### config.mk
export PLATFORM = sky130hd
export DESIGN_NAME = atm_pin_entry_flat
export DESIGN_NICKNAME = d
export VERILOG_FILES = /design/src/rtl/atm_pkg.sv /design/src/rtl/atm_pin_entry_if.sv /design/src/rtl/atm_timeout_counter.sv /design/src/rtl/atm_pin_entry.sv /design/src/flat_wrapper.sv
export SDC_FILE = /design/constraint.sdc
export NUM_CORES = 1
export LEC_CHECK = 0
export CORE_ASPECT_RATIO = 0.9
export CORE_UTILIZATION = 55
export DETAILED_ROUTE_END_ITERATION = 8
export GPL_TIMING_DRIVEN = 0
export PLACE_DENSITY_LB_ADDON = 0.05
export SLEW_MARGIN = 20
export SYNTH_ARGS = -nofsm -noshare
export SYNTH_HDL_FRONTEND = slang
export SYNTH_SLANG_ARGS = --single-unit
### constraint.sdc
create_clock -name clk -period 3.65 [get_ports clk]
set_input_delay 0.73 -clock clk [delete_from_list [all_inputs] [get_ports clk]]
set_output_delay 0.73 -clock clk [all_outputs]
set_load 0.005 [all_outputs]
### src/rtl/atm_pkg.sv
// atm_pin_entry shared package: FSM state encoding and
// datapath constants used by the keypad front end.
package atm_pkg;

    localparam int PIN_W      = 16;
    localparam int DIGITO_MAX = 9;

    typedef enum logic [1:0] {
        ESPERA  = 2'd0,
        CAPTURA = 2'd1,
        LISTO   = 2'd2
    } estado_t;

endpackage

### src/rtl/atm_pin_entry_if.sv
// Keypad/controller bundle for atm_pin_entry.
// master drives the keypad side, slave is the PIN collector.
interface atm_pin_entry_if;
    import atm_pkg::*;

    logic             tarjeta_recibida;
    logic             digito_stb;
    logic [3:0]       digito;
    logic             borrar;
    logic             reintentar;
    logic [PIN_W-1:0] pin;
    logic             pin_stb;
    logic [2:0]       cuenta_digitos;
    logic             digito_invalido;
    logic             tiempo_agotado;

    modport master (
        output tarjeta_recibida, digito_stb, digito,
        output borrar, reintentar,
        input  pin, pin_stb, cuenta_digitos,
        input  digito_invalido, tiempo_agotado
    );

    modport slave (
        input  tarjeta_recibida, digito_stb, digito,
        input  borrar, reintentar,
        output pin, pin_stb, cuenta_digitos,
        output digito_invalido, tiempo_agotado
    );

endinterface

### src/rtl/atm_timeout_counter.sv
// Idle-cycle counter for partial PIN entries; expiro flags
// the edge on which the count would reach the limit.
module atm_timeout_counter #(
    parameter int TIMEOUT_CICLOS = 1000
) (
    input  logic clk,
    input  logic rst,
    input  logic clr,
    input  logic en,
    output logic expiro
);

    localparam int W = $clog2(TIMEOUT_CICLOS + 1);
    localparam logic [W-1:0] LIM = W'(TIMEOUT_CICLOS);

    logic [W-1:0] r_cnt;

    assign expiro = en && (r_cnt == LIM - 1'b1);

    // count idle cycles, clear wins, saturate at the limit
    always_ff @(posedge clk or posedge rst) begin
        if (rst) begin
            r_cnt <= '0;
        end else if (clr) begin
            r_cnt <= '0;
        end else if (en && (r_cnt != LIM)) begin
            r_cnt <= r_cnt + 1'b1;
        end
    end

endmodule

### src/rtl/atm_pin_entry.sv
// Keypad PIN collector: accumulates decimal digits into a
// binary PIN, strobes it when complete and holds it.
module atm_pin_entry
    import atm_pkg::*;
#(
    parameter int N_DIGITOS      = 4,
    parameter int TIMEOUT_CICLOS = 1000
) (
    input logic            clk,
    input logic            rst,
    atm_pin_entry_if.slave bus
);

    estado_t          r_estado;
    logic [PIN_W-1:0] r_pin;
    logic [2:0]       r_cuenta;
    logic             r_pin_stb;
    logic             r_invalido;
    logic             r_agotado;

    estado_t          w_estado_nx;
    logic [PIN_W-1:0] w_pin_nx;
    logic [2:0]       w_cuenta_nx;
    logic             w_pin_stb_nx;
    logic             w_invalido_nx;
    logic             w_agotado_nx;

    logic             w_t_clr;
    logic             w_t_en;
    logic             w_expiro;
    logic             w_dig_ok;
    logic [2:0]       w_cuenta_inc;
    logic [PIN_W-1:0] w_pin_acc;

    assign w_dig_ok     = bus.digito <= 4'(DIGITO_MAX);
    assign w_cuenta_inc = r_cuenta + 3'd1;
    assign w_pin_acc    = (r_pin << 3) + (r_pin << 1)
                        + {{(PIN_W-4){1'b0}}, bus.digito};

    // idle time only matters once a partial entry exists
    assign w_t_en = bus.tarjeta_recibida
                 && (r_estado == CAPTURA)
                 && (r_cuenta != 3'd0);

    atm_timeout_counter #(
        .TIMEOUT_CICLOS (TIMEOUT_CICLOS)
    ) u_timeout (
        .clk    (clk),
        .rst    (rst),
        .clr    (w_t_clr),
        .en     (w_t_en),
        .expiro (w_expiro)
    );

    // next state, datapath and pulses; card loss overrides all
    always_comb begin
        w_estado_nx   = r_estado;
        w_pin_nx      = r_pin;
        w_cuenta_nx   = r_cuenta;
        w_pin_stb_nx  = 1'b0;
        w_invalido_nx = 1'b0;
        w_agotado_nx  = 1'b0;
        w_t_clr       = 1'b0;
        if (!bus.tarjeta_recibida) begin
            w_estado_nx = ESPERA;
            w_pin_nx    = '0;
            w_cuenta_nx = '0;
            w_t_clr     = 1'b1;
        end else begin
            unique case (r_estado)
                ESPERA: begin
                    w_estado_nx = CAPTURA;
                    w_t_clr     = 1'b1;
                end
                CAPTURA: begin
                    if (bus.borrar) begin
                        w_pin_nx    = '0;
                        w_cuenta_nx = '0;
                        w_t_clr     = 1'b1;
                    end else if (w_expiro) begin
                        w_agotado_nx = 1'b1;
                        w_pin_nx     = '0;
                        w_cuenta_nx  = '0;
                        w_t_clr      = 1'b1;
                    end else if (bus.digito_stb) begin
                        if (w_dig_ok) begin
                            w_pin_nx    = w_pin_acc;
                            w_cuenta_nx = w_cuenta_inc;
                            w_t_clr     = 1'b1;
                            if (w_cuenta_inc == 3'(N_DIGITOS)) begin
                                w_pin_stb_nx = 1'b1;
                                w_estado_nx  = LISTO;
                            end
                        end else begin
                            w_invalido_nx = 1'b1;
                        end
                    end
                end
                LISTO: begin
                    w_t_clr = 1'b1;
                    if (bus.reintentar) begin
                        w_pin_nx    = '0;
                        w_cuenta_nx = '0;
                        w_estado_nx = CAPTURA;
                    end
                end
                default: begin
                    w_estado_nx = ESPERA;
                    w_pin_nx    = '0;
                    w_cuenta_nx = '0;
                    w_t_clr     = 1'b1;
                end
            endcase
        end
    end

    // state and registered outputs
    always_ff @(posedge clk or posedge rst) begin
        if (rst) begin
            r_estado   <= ESPERA;
            r_pin      <= '0;
            r_cuenta   <= '0;
            r_pin_stb  <= 1'b0;
            r_invalido <= 1'b0;
            r_agotado  <= 1'b0;
        end else begin
            r_estado   <= w_estado_nx;
            r_pin      <= w_pin_nx;
            r_cuenta   <= w_cuenta_nx;
            r_pin_stb  <= w_pin_stb_nx;
            r_invalido <= w_invalido_nx;
            r_agotado  <= w_agotado_nx;
        end
    end

    assign bus.pin             = r_pin;
    assign bus.pin_stb         = r_pin_stb;
    assign bus.cuenta_digitos  = r_cuenta;
    assign bus.digito_invalido = r_invalido;
    assign bus.tiempo_agotado  = r_agotado;

endmodule

### src/flat_wrapper.sv
// flat-port wrapper written by rule: the top's interface ports become plain ports
module atm_pin_entry_flat import atm_pkg::*;
#(
    parameter int N_DIGITOS      = 4,
    parameter int TIMEOUT_CICLOS = 1000
)
  (clk, rst, bus_tarjeta_recibida, bus_digito_stb, bus_digito, bus_borrar, bus_reintentar, bus_pin, bus_pin_stb, bus_cuenta_digitos, bus_digito_invalido, bus_tiempo_agotado);
  atm_pin_entry_if bus_i ();
  input logic clk;
  input logic rst;
  input wire logic [$bits(bus_i.tarjeta_recibida)-1:0] bus_tarjeta_recibida;
  input wire logic [$bits(bus_i.digito_stb)-1:0] bus_digito_stb;
  input wire logic [$bits(bus_i.digito)-1:0] bus_digito;
  input wire logic [$bits(bus_i.borrar)-1:0] bus_borrar;
  input wire logic [$bits(bus_i.reintentar)-1:0] bus_reintentar;
  output wire logic [$bits(bus_i.pin)-1:0] bus_pin;
  output wire logic [$bits(bus_i.pin_stb)-1:0] bus_pin_stb;
  output wire logic [$bits(bus_i.cuenta_digitos)-1:0] bus_cuenta_digitos;
  output wire logic [$bits(bus_i.digito_invalido)-1:0] bus_digito_invalido;
  output wire logic [$bits(bus_i.tiempo_agotado)-1:0] bus_tiempo_agotado;
  assign bus_i.tarjeta_recibida = bus_tarjeta_recibida;
  assign bus_i.digito_stb = bus_digito_stb;
  assign bus_i.digito = bus_digito;
  assign bus_i.borrar = bus_borrar;
  assign bus_i.reintentar = bus_reintentar;
  assign bus_pin = bus_i.pin;
  assign bus_pin_stb = bus_i.pin_stb;
  assign bus_cuenta_digitos = bus_i.cuenta_digitos;
  assign bus_digito_invalido = bus_i.digito_invalido;
  assign bus_tiempo_agotado = bus_i.tiempo_agotado;
  atm_pin_entry #(.N_DIGITOS(N_DIGITOS), .TIMEOUT_CICLOS(TIMEOUT_CICLOS)) u_core (.clk(clk), .rst(rst), .bus(bus_i));
endmodule
==> impl_metrics.tcl, run 1 <==
set metrics [dict create \
    outcome "finished, final reports clean" \
    detail_route.wl_per_cell_um 14.0 \
    ys.flop_type "dfrtp_1" \
    grt_pass1_wl_um 7600 \
    tritoncts "yes" \
    io_pins 32 \
    rows 21 \
    netlist_instances 230 \
    async_reset_ff_frac 1.00 \
    postRouteAntennaNets 0 \
    synth_fp_nets 273 \
    drive_gt1_frac 0.0746 \
    worstSkewPairLatency_ps 280 \
    antenna_found_initial 0 \
    p_leak_nw 1.32 \
    synth_edf_count 0 \
    die_w_um 70.1 \
    cp.arrival_ps 3420 \
    diodes 0 \
    critPathLaunchType "input port" \
    h-tree-depth 2 \
    r2r-start "u_core.bus.pin[0]$_DFFE_PP0P_" \
    drv_cap 0 \
    clk_pin_slew_ps 60 \
    synth_cell_types 43 \
    grt_pass1_vias 1704 \
    power_density_nw_per_um2 254 \
    initial_core_util 0.594 \
    grt_max_degree 35 \
    rrSetupSlack_ps 830 \
    r2r_end "u_core.bus.pin[15]$_DFFE_PP0P_" \
    cts_buffer_depth 2 \
    layoutNonFillerInstCount 314 \
    gp_congestion 0.824 \
    fin_nets 311 \
    cts_buffers 5 \
    viasPerCell 5.63 \
    cts-root-buf "clkbuf_8" \
    max_freq_mhz 307 \
    dieHeight_um 63.3 \
    hold_start "u_core.bus.pin[15]$_DFFE_PP0P_" \
    track_usage 0.218 \
    reg2reg_depth 10 \
    endpoint "u_core.bus.pin[15]$_DFFE_PP0P_" \
    wl_um 4400 \
    peakVddDrop_mv 0.135 \
    post-route-drc-count 0 \
    postCtsResizedCells 0 \
    drt_iter0_drc 72 \
    startpoint "bus_digito[3]" \
    dieArea_sq_um 4430 \
    drt_first_pass_iters 4 \
    post-place-cells 307 \
    fin_crit_sh 0.892 \
    ys_seq_area_frac 0.371 \
    max_slew_margin 0.526 \
    io_buffers 31 \
    clkSinkCount 34 \
    end_kind "flop" \
    worstPathMaxFanout 4 \
    post_cts_buffers 0 \
    avgSynthCellArea_sq_um 9.98 \
    slew_viol_final 0 \
    area_growth_pct 19.4 \
    finalSetupTns_ps 0 \
    period_needed_ps 3250 \
    synth_seq_cells 34 \
    grt_overflow 0 \
    setup_viol 0 \
    post-route-util 0.709 \
    finClkSkew_ps 5.76 \
    yosysWarnings 0 \
    finalHoldViolCount 0 \
    num-fill-cells 303 \
    worstSetupPathType "input port to flop" \
    grt_setup_unrepaired "no" \
    core_area_sq_um 3860 \
    required_ps 3820 \
    ctsHoldBuffers 0 \
    worst_hold_path_type "flop to flop" \
    worst_slew_pin_slew_ps 708 \
    hold_slack_ps 523 \
    synthesis.area_sq_um 2290 \
    detailed_place_hpwl_um 3370 \
    num_vias 1767 \
]
flip-flops by register name, indices dropped and copies added, names as in the netlist:
register                    count
u_core.bus.cuenta_digitos       3
u_core.bus.pin                 16
u_core.r_estado                 2
u_core.bus.digito_invalido      1
u_core.bus.tiempo_agotado       1
u_core.u_timeout.r_cnt         10
u_core.bus.pin_stb              1
worst min path at each step:
stage,cells after the start,slack (ps),to
detailed placement,1,510,u_core.bus.pin[15]$_DFFE_PP0P_
global route,1,550,u_core.bus.pin[15]$_DFFE_PP0P_
floorplan,1,490,u_core.bus.pin[15]$_DFFE_PP0P_
global placement,1,500,u_core.bus.pin[15]$_DFFE_PP0P_
finish,1,520,u_core.bus.pin[15]$_DFFE_PP0P_
CTS,1,520,u_core.bus.pin[15]$_DFFE_PP0P_
critical path: stages:
cell and delay [ps]:
clkdlybuf4s50_1 480, inv_1 60, fa_1 470, inv_1 70, ha_1 290, a21oi_1 190, o211ai_1 230, nand3_1 180
a31oi_1 110, or3_1 360, a32o_1 260
routing by layer:
metal | track usage | vias up | wire, um
li1 | - | 895 | -
met1 | 0.292 | 850 | 2210
met2 | 0.357 | 17 | 2030
met3 | 0.0336 | 5 | 99
met4 | 0.0850 | 0 | 65
met5 | 0 | - | 0
layout make-up:
| type | count | area (sq um) | share of cell area |
|---|---|---|---|
| multi-input combinational | 175 | 1350 | 0.494 |
| sequential | 34 | 851 | 0.311 |
| timing repair buffer | 31 | 310 | 0.113 |
| clock buffer | 7 | 76.3 | 0.0279 |
| inverter | 19 | 71.3 | 0.0260 |
| tap | 46 | 57.6 | 0.0210 |
| buffer | 2 | 18.8 | 0.00685 |
per-stage QoR:
step	worst slack, ps	total power, mW	area, sq um
floorplan	811	0.421	2290
global placement	119	0.444	2660
detailed placement	107	0.445	2660
CTS	396	0.700	2740
global route	240	0.724	2740
finish	396	0.696	2740
synthesized netlist by cell type (3+ instances only):
cell type  count  area share
nor2_1        11       0.018
dfrtp_1       34        0.37
inv_1         18       0.029
xnor2_1       12       0.046
a21o_1         5       0.016
nor3_1         3      0.0065
o21ai_1       11       0.024
nand2_1       23       0.038
ha_1          31        0.17
a31oi_1        4       0.011
nor2_2         4       0.011
nand4_1        3      0.0082
nand3_1        9       0.020
xor2_1         9       0.034
a22o_1         9       0.034
a21oi_1        9       0.020
report_power, final:
group / internal, mW / switching (mW)
logic: 0.0235 / 0.0314
registers: 0.379 / 0.00304
clock network: 0.131 / 0.128
cell usage in the layout, fill, tap and decap left out, types with 2 or more instances in the layout:
master            n
dfrtp_1          34
ha_1             31
clkdlybuf4s50_1  31
nand2_1          23
inv_1            17
xnor2_1          12
o21ai_1          11
nor2_1           11
nand3_1           9
a21oi_1           9
a22o_1            9
xor2_1            9
a21o_1            5
clkbuf_8          5
a31oi_1           4
nor2_2            4
nand4_1           3
nor3_1            3
nor3b_2           2
nor3b_1           2
or2_1             2
and4_1            2
a32o_1            2
inv_2             2
o211ai_1          2
o21ai_0           2
fa_1              2
clkbuf_1          2
cells by family (layout without fill, tap and decap cells):
| group | count (synthesis) | after routing | share of synthesized area |
|---|---|---|---|
| buffers and inverters | 21 | 59 | 0.0393 |
| flip-flops | 34 | 34 | 0.371 |
| adder cells (fa/ha/maj) | 33 | 33 | 0.186 |
| XOR/XNOR | 21 | 21 | 0.0802 |
| AND/OR/NAND/NOR | 71 | 71 | 0.173 |
| AO/OA/AOI/OAI | 49 | 49 | 0.146 |
| multiplexers | 1 | 1 | 0.00436 |
Power figures use the tool's default switching activity.
==> run 2, diff against run 1 <==
==> constraint.sdc (replaced) <==
create_clock -name clk -period 3.65 [get_ports clk]
set_input_delay 0.365 -clock clk [delete_from_list [all_inputs] [get_ports clk]]
set_output_delay 0.365 -clock clk [all_outputs]
set_load 0.005 [all_outputs]
==> results of run 2 <==
Same layout as run 1 (identical final DEF). Status: finished, final reports clean.
Main changes from that run: setup slack after placement 107 ps -> 472 ps; clock-pin slew on the worst setup and hold paths 60 ps -> 70 ps; setup slack after layout 396 ps -> 761 ps; hold slack 523 ps -> 502 ps
